### config.mk
export PLATFORM = sky130hd
export DESIGN_NAME = uart_rx
export DESIGN_NICKNAME = d
export VERILOG_FILES = /design/src/rtl/uart_pkg.sv /design/src/rtl/uart_sync.sv /design/src/rtl/uart_rx.sv
export SDC_FILE = /design/constraint.sdc
export NUM_CORES = 1
export LEC_CHECK = 0
export CORE_ASPECT_RATIO = 1.75
export CORE_MARGIN = 2
export CORE_UTILIZATION = 50
export CTS_BUF_LIST = sky130_fd_sc_hd__clkbuf_8
export CTS_CLUSTER_SIZE = 20
export DETAILED_ROUTE_END_ITERATION = 12
export HOLD_SLACK_MARGIN = 0.03
export PLACE_DENSITY = 0.69
export SKIP_CTS_REPAIR_TIMING = 1
export SYNTH_ARGS = -nofsm -noshare
export SYNTH_HDL_FRONTEND = slang
export SYNTH_HIERARCHICAL = 1
export SYNTH_SLANG_ARGS = --single-unit
### constraint.sdc
create_clock -name clk -period 4.2 [get_ports clk]
set_input_delay 0.84 -clock clk [delete_from_list [all_inputs] [get_ports clk]]
set_output_delay 0.84 -clock clk [all_outputs]
set_load 0.01 [all_outputs]
### src/rtl/uart_pkg.sv
// Shared UART definitions: FSM state encoding, default rates and bit-period math.
// Optional parity support is selected with the UART_RX_PARITY_EN macro.
package uart_pkg;

  localparam int unsigned DEFAULT_CLK_FREQ = 10_000_000;
  localparam int unsigned DEFAULT_BAUDRATE = 115_200;
  localparam int unsigned CNT_W            = 16;
  localparam int unsigned STATE_W          = 3;

  typedef enum logic [STATE_W-1:0] {
    ST_IDLE   = 3'd0,
    ST_START  = 3'd1,
    ST_DATA   = 3'd2,
`ifdef UART_RX_PARITY_EN
    ST_PARITY = 3'd3,
`endif
    ST_STOP   = 3'd4
  } uart_state_e;

  // Clock cycles per serial bit, integer division.
  function automatic int unsigned clks_per_bit(input int unsigned clk_freq,
                                               input int unsigned baudrate);
    return clk_freq / baudrate;
  endfunction

endpackage

### src/rtl/uart_sync.sv
// Two-flop synchronizer for an asynchronous single-bit input.
module uart_sync #(
  parameter logic RST_VAL = 1'b1
) (
  input  logic clk,
  input  logic rst,
  input  logic i_d,
  output logic o_q
);

  logic r_meta;
  logic r_sync;

  always_ff @(posedge clk or posedge rst) begin
    if (rst) begin
      r_meta <= RST_VAL;
      r_sync <= RST_VAL;
    end else begin
      r_meta <= i_d;
      r_sync <= r_meta;
    end
  end

  assign o_q = r_sync;

endmodule

### src/rtl/uart_rx.sv
// 8N1 UART receiver with mid-bit sampling; 8E1 framing when UART_RX_PARITY_EN is defined.
module uart_rx
  import uart_pkg::*;
#(
  parameter int unsigned BAUDRATE = DEFAULT_BAUDRATE,
  parameter int unsigned CLK_FREQ = DEFAULT_CLK_FREQ
) (
  input  logic       clk,
  input  logic       rst,
  input  logic       input_rx,
  output logic [7:0] data_byte,
  output logic       data_valid,
  output logic       frame_error,
  output logic       parity_error
);

  localparam int unsigned CLKS_PER_BIT = clks_per_bit(CLK_FREQ, BAUDRATE);
  localparam int unsigned HALF_BIT     = CLKS_PER_BIT / 2;
  localparam logic [CNT_W-1:0] BIT_LAST  = CNT_W'(CLKS_PER_BIT - 1);
  localparam logic [CNT_W-1:0] HALF_LAST = CNT_W'(HALF_BIT - 1);

  logic w_rx_s;

  uart_sync #(.RST_VAL(1'b1)) u_sync (
    .clk (clk),
    .rst (rst),
    .i_d (input_rx),
    .o_q (w_rx_s)
  );

  uart_state_e      r_state,     w_state;
  logic [CNT_W-1:0] r_clk_cnt,   w_clk_cnt;
  logic [2:0]       r_bit_idx,   w_bit_idx;
  logic [7:0]       r_shift,     w_shift;
  logic [7:0]       r_data_byte, w_data_byte;
  logic             r_data_valid,  w_data_valid;
  logic             r_frame_error, w_frame_error;
`ifdef UART_RX_PARITY_EN
  logic             r_par,          w_par;
  logic             r_parity_error, w_parity_error;
`endif

  always_ff @(posedge clk or posedge rst) begin
    if (rst) begin
      r_state       <= ST_IDLE;
      r_clk_cnt     <= '0;
      r_bit_idx     <= '0;
      r_shift       <= '0;
      r_data_byte   <= 8'h00;
      r_data_valid  <= 1'b0;
      r_frame_error <= 1'b0;
`ifdef UART_RX_PARITY_EN
      r_par          <= 1'b0;
      r_parity_error <= 1'b0;
`endif
    end else begin
      r_state       <= w_state;
      r_clk_cnt     <= w_clk_cnt;
      r_bit_idx     <= w_bit_idx;
      r_shift       <= w_shift;
      r_data_byte   <= w_data_byte;
      r_data_valid  <= w_data_valid;
      r_frame_error <= w_frame_error;
`ifdef UART_RX_PARITY_EN
      r_par          <= w_par;
      r_parity_error <= w_parity_error;
`endif
    end
  end

  // Next-state and pulse decode; every sample point is a counter terminal count.
  always_comb begin
    w_state       = r_state;
    w_clk_cnt     = r_clk_cnt;
    w_bit_idx     = r_bit_idx;
    w_shift       = r_shift;
    w_data_byte   = r_data_byte;
    w_data_valid  = 1'b0;
    w_frame_error = 1'b0;
`ifdef UART_RX_PARITY_EN
    w_par          = r_par;
    w_parity_error = 1'b0;
`endif
    case (r_state)
      ST_IDLE: begin
        if (!w_rx_s) begin
          w_bit_idx = '0;
          w_clk_cnt = '0;
          w_state   = ST_START;
        end
      end
      ST_START: begin
        if (r_clk_cnt == HALF_LAST) begin
          w_clk_cnt = '0;
          w_state   = w_rx_s ? ST_IDLE : ST_DATA;
        end else begin
          w_clk_cnt = r_clk_cnt + CNT_W'(1);
        end
      end
      ST_DATA: begin
        if (r_clk_cnt == BIT_LAST) begin
          w_shift[r_bit_idx] = w_rx_s;
          w_clk_cnt          = '0;
          w_bit_idx          = r_bit_idx + 3'd1;
          if (r_bit_idx == 3'd7) begin
`ifdef UART_RX_PARITY_EN
            w_state = ST_PARITY;
`else
            w_state = ST_STOP;
`endif
          end
        end else begin
          w_clk_cnt = r_clk_cnt + CNT_W'(1);
        end
      end
`ifdef UART_RX_PARITY_EN
      ST_PARITY: begin
        if (r_clk_cnt == BIT_LAST) begin
          w_par     = w_rx_s;
          w_clk_cnt = '0;
          w_state   = ST_STOP;
        end else begin
          w_clk_cnt = r_clk_cnt + CNT_W'(1);
        end
      end
`endif
      ST_STOP: begin
        if (r_clk_cnt == BIT_LAST) begin
          w_clk_cnt = '0;
          w_state   = ST_IDLE;
          // A bad stop bit outranks a parity mismatch.
          if (!w_rx_s) begin
            w_frame_error = 1'b1;
          end
`ifdef UART_RX_PARITY_EN
          else if ((^r_shift) != r_par) begin
            w_parity_error = 1'b1;
          end
`endif
          else begin
            w_data_byte  = r_shift;
            w_data_valid = 1'b1;
          end
        end else begin
          w_clk_cnt = r_clk_cnt + CNT_W'(1);
        end
      end
      default: w_state = ST_IDLE;
    endcase
  end

  assign data_byte   = r_data_byte;
  assign data_valid  = r_data_valid;
  assign frame_error = r_frame_error;
`ifdef UART_RX_PARITY_EN
  assign parity_error = r_parity_error;
`else
  assign parity_error = 1'b0;
`endif

endmodule

==> reports/qor.json <==
{
  "outcome": {"value": "complete, no violations"},
  "detailedRoute.firstPassIterationCount": {"value": 4},
  "maxClockFrequency": {"value": 0.418, "unit": "GHz"},
  "route.detailed.wl_per_inst": {"value": 15.9, "unit": "um"},
  "max_cap_viol_count": {"value": 0},
  "crit_required": {"value": 4.37, "unit": "ns"},
  "worstSkewPairLatency": {"value": 0.29, "unit": "ns"},
  "critical_path.startpoint_type": {"value": "flip-flop"},
  "power_dens_cells": {"value": 395, "unit": "nW/um2"},
  "p_leak": {"value": 1.07, "unit": "nW"},
  "vias": {"value": 1591},
  "layout-drive-gt1-share": {"value": 0.132},
  "final-setup-viol-count": {"value": 0},
  "netlist.top_cell.by_area": {"value": "sky130_fd_sc_hd__dfrtp_1"},
  "postLayoutSetupSlackWorst": {"value": 1.81, "unit": "ns"},
  "floorplan.die_area": {"value": 4900, "unit": "um2"},
  "ff_to_ff_setup_slack": {"value": 1.81, "unit": "ns"},
  "yosys_most_used_dff": {"value": "sky130_fd_sc_hd__dfrtp_1"},
  "filler_cell_count": {"value": 347},
  "io_buffer_count": {"value": 12},
  "die_outline_height": {"value": 91.1, "unit": "um"},
  "num_antenna_cells": {"value": 0},
  "grt_pass1_vias": {"value": 1623},
  "library_cells_used_by_synthesis": {"value": 48},
  "hold_path_end": {"value": "u_sync/o_q$_DFF_PP1_"},
  "worstHoldStart": {"value": "u_sync/r_meta$_DFF_PP1_"},
  "ys_seq_elements": {"value": 42},
  "timing_worst_slew_pin_value": {"value": 0.686, "unit": "ns"},
  "fin_skew": {"value": 0.00664, "unit": "ns"},
  "async_reset_ff_frac": {"value": 1.00},
  "netlist.area_leader.share": {"value": 0.461},
  "number_of_nets_in_the_layout": {"value": 226},
  "synthesis.instances": {"value": 207},
  "pre_cts_slack": {"value": 1.83, "unit": "ns"},
  "yosysSeqAreaShare": {"value": 0.486},
  "grt_setup_unrepaired": {"value": "false"},
  "crit_path_max_fanout": {"value": 21},
  "final_hold_viol_count": {"value": 0},
  "final_cell_area": {"value": 2420, "unit": "um2"},
  "io_pins": {"value": 14},
  "remaining_drc_errors": {"value": 0},
  "fin_hold_ws": {"value": 0.356, "unit": "ns"},
  "min_period_over_period": {"value": 0.570},
  "vdd_ir_drop_max": {"value": 296, "unit": "uV"},
  "syn_to_final_growth": {"value": 11.4, "unit": "%"},
  "synth_enable_flop_cells": {"value": 0},
  "synth_warnings": {"value": 6},
  "report.final.slew_viol_count": {"value": 0},
  "slew-limit-headroom": {"value": 0.542},
  "total_power_draw": {"value": 954, "unit": "uW"},
  "floorplan.core_area": {"value": 4150, "unit": "um2"},
  "cts_max_path_buffers": {"value": 2},
  "die_width": {"value": 53.8, "unit": "um"},
  "place_hpwl": {"value": 3130, "unit": "um"},
  "period_minus_slack": {"value": 2.39, "unit": "ns"},
  "area_after_detailed_placement": {"value": 2310, "unit": "um2"},
  "ys_top_cells_by_area": {"value": "sky130_fd_sc_hd__dfrtp_1, sky130_fd_sc_hd__mux2_2, sky130_fd_sc_hd__nand3_1, sky130_fd_sc_hd__o21ai_0, sky130_fd_sc_hd__ha_1"},
  "initialDrtViolationCount": {"value": 37},
  "post_synth_instance_area": {"value": 2170, "unit": "um2"},
  "reg2reg_from": {"value": "r_clk_cnt[0]$_DFFE_PP0P_"},
  "critical_path_start_end_classification": {"value": "reg -> reg"},
  "cts_sinks": {"value": 42},
  "clk_root_buf": {"value": "sky130_fd_sc_hd__clkbuf_8"},
  "rr_endpoint": {"value": "r_clk_cnt[4]$_DFFE_PP0P_"},
  "place.gp.congestion": {"value": 0.802},
  "wirelength": {"value": 4260, "unit": "um"},
  "syn-num-nets": {"value": 215},
  "critical_path_sink_type": {"value": "flip-flop"},
  "ant_nets": {"value": 0},
  "r2r.worst_path.cells": {"value": 7},
  "tritoncts": {"value": "built"},
  "htree_num_levels": {"value": 2},
  "cp_data_arrival_time": {"value": 2.57, "unit": "ns"},
  "grt_pass1_wl": {"value": 7290, "unit": "um"},
  "start_util": {"value": 0.523},
  "min_path_cells": {"value": 0},
  "route.detailed.vias_per_inst": {"value": 5.94},
  "number_of_clock_buffers_inserted_by_tritoncts": {"value": 5},
  "rows": {"value": 31},
  "grt_antenna_before_repair": {"value": 0},
  "synthesis.area_per_instance": {"value": 10.5, "unit": "um2"},
  "final.setup.tns": {"value": 0, "unit": "ns"},
  "track_usage": {"value": 0.199},
  "post_synth_most_frequent_cells": {"value": "sky130_fd_sc_hd__dfrtp_1, sky130_fd_sc_hd__inv_1, sky130_fd_sc_hd__nand2_1, sky130_fd_sc_hd__nand3_1, sky130_fd_sc_hd__o21ai_0"},
  "yosys.cell_count.top_type": {"value": "sky130_fd_sc_hd__dfrtp_1"},
  "grt_start_max_net_pins": {"value": 41},
  "timing.hold.worst.class": {"value": "reg -> reg"},
  "clock_transition_at_the_registers_of_the_reported_paths": {"value": 0.08, "unit": "ns"},
  "grt.overflow.total": {"value": 0}
}
[per-stage QoR]
stage,std cells,util
6_report,268,0.582
5_1_grt,268,0.582
4_1_cts,268,0.582
3_5_place_dp,260,0.556
3_3_place_gp,260,0.556
2_1_floorplan,207,-
[power breakdown]
| group | switching, mW | leakage (nW) | internal, mW |
|---|---|---|---|
| logic | 0.120 | 0.436 | 0.0700 |
| clock network | 0.135 | 0.0556 | 0.175 |
| registers | 0.0306 | 0.574 | 0.423 |
| total | 0.286 | 1.07 | 0.668 |
[metal layers]
| metal | GRT usage | part of all wire |
|---|---|---|
| met5 | 0 | 0 |
| met4 | 0.0983 | 0.019 |
| met3 | 0.0329 | 0.019 |
| met2 | 0.356 | 0.57 |
| met1 | 0.210 | 0.39 |
[flip-flops by register name (all words and copies together), names as in the netlist]
signal and cells:
data_byte 8, data_valid 1, frame_error 1, r_bit_idx 3, r_clk_cnt 16, r_shift 8, r_state 3, u_sync/o_q 1
u_sync/r_meta 1
[critical path: stages (launching register included)]
cell	delay [ns]
sky130_fd_sc_hd__dfrtp_1	0.44
sky130_fd_sc_hd__inv_1	0.08
sky130_fd_sc_hd__ha_1	0.13
sky130_fd_sc_hd__or4bb_1	0.53
sky130_fd_sc_hd__nor4_4	0.33
sky130_fd_sc_hd__o32a_2	0.43
sky130_fd_sc_hd__o21ai_0	0.15
sky130_fd_sc_hd__a21o_1	0.20
[how the worst max path moves through the flow]
| stage | startpoint | end | slack [ns] | cells past startpoint |
|---|---|---|---|---|
| after floorplan | r_clk_cnt[0]$_DFFE_PP0P_ | r_clk_cnt[4]$_DFFE_PP0P_ | 2.12 | 9 |
| after global placement | r_clk_cnt[0]$_DFFE_PP0P_ | r_clk_cnt[7]$_DFFE_PP0P_ | 1.90 | 7 |
| after detailed placement | r_clk_cnt[0]$_DFFE_PP0P_ | r_clk_cnt[4]$_DFFE_PP0P_ | 1.83 | 7 |
| after CTS | r_clk_cnt[0]$_DFFE_PP0P_ | r_clk_cnt[4]$_DFFE_PP0P_ | 1.81 | 7 |
| final | r_clk_cnt[0]$_DFFE_PP0P_ | r_clk_cnt[4]$_DFFE_PP0P_ | 1.81 | 7 |
| after global routing | r_clk_cnt[0]$_DFFE_PP0P_ | r_clk_cnt[4]$_DFFE_PP0P_ | 1.72 | 7 |
[area by class of cell]
class                           count  area, um2  area share
Multi-Input combinational cell    140       1000       0.414
Timing Repair Buffer               14        135      0.0559
Inverter                           15       56.3      0.0233
Tap cell                           49       61.3      0.0254
Clock buffer                        5       68.8      0.0285
Sequential cell                    42       1050       0.436
Clock inverter                      3       41.3      0.0171
[cells by family after synthesis]
kind of cell	Yosys count	synth area share
AOI/OAI and AO/OA	36	0.100
muxes	19	0.0969
other	1	0.00173
adders and majority gates	5	0.0288
xor gates and xnor gates	3	0.0121
buffers and inverters	25	0.0531
and+or+nand+nor	76	0.221
DFF	42	0.486
[cells in the final DEF, fill, tap and decap left out, types with 3 or more instances in the layout]
master,instances
sky130_fd_sc_hd__mux2_1,4
sky130_fd_sc_hd__a21oi_1,6
sky130_fd_sc_hd__a21o_1,3
sky130_fd_sc_hd__mux2i_1,3
sky130_fd_sc_hd__clkbuf_8,5
sky130_fd_sc_hd__or3_1,6
sky130_fd_sc_hd__or4_1,3
sky130_fd_sc_hd__nor3_1,10
sky130_fd_sc_hd__o21ai_1,3
sky130_fd_sc_hd__nand4_1,4
sky130_fd_sc_hd__clkdlybuf4s50_1,12
sky130_fd_sc_hd__nor2_1,5
sky130_fd_sc_hd__nand2_1,15
sky130_fd_sc_hd__o21ai_0,14
sky130_fd_sc_hd__nand3_1,15
sky130_fd_sc_hd__mux2_2,12
sky130_fd_sc_hd__nor3b_1,3
sky130_fd_sc_hd__inv_1,16
sky130_fd_sc_hd__dfrtp_1,40
sky130_fd_sc_hd__ha_1,5
Note: power is estimated with default switching activity, not from simulation.
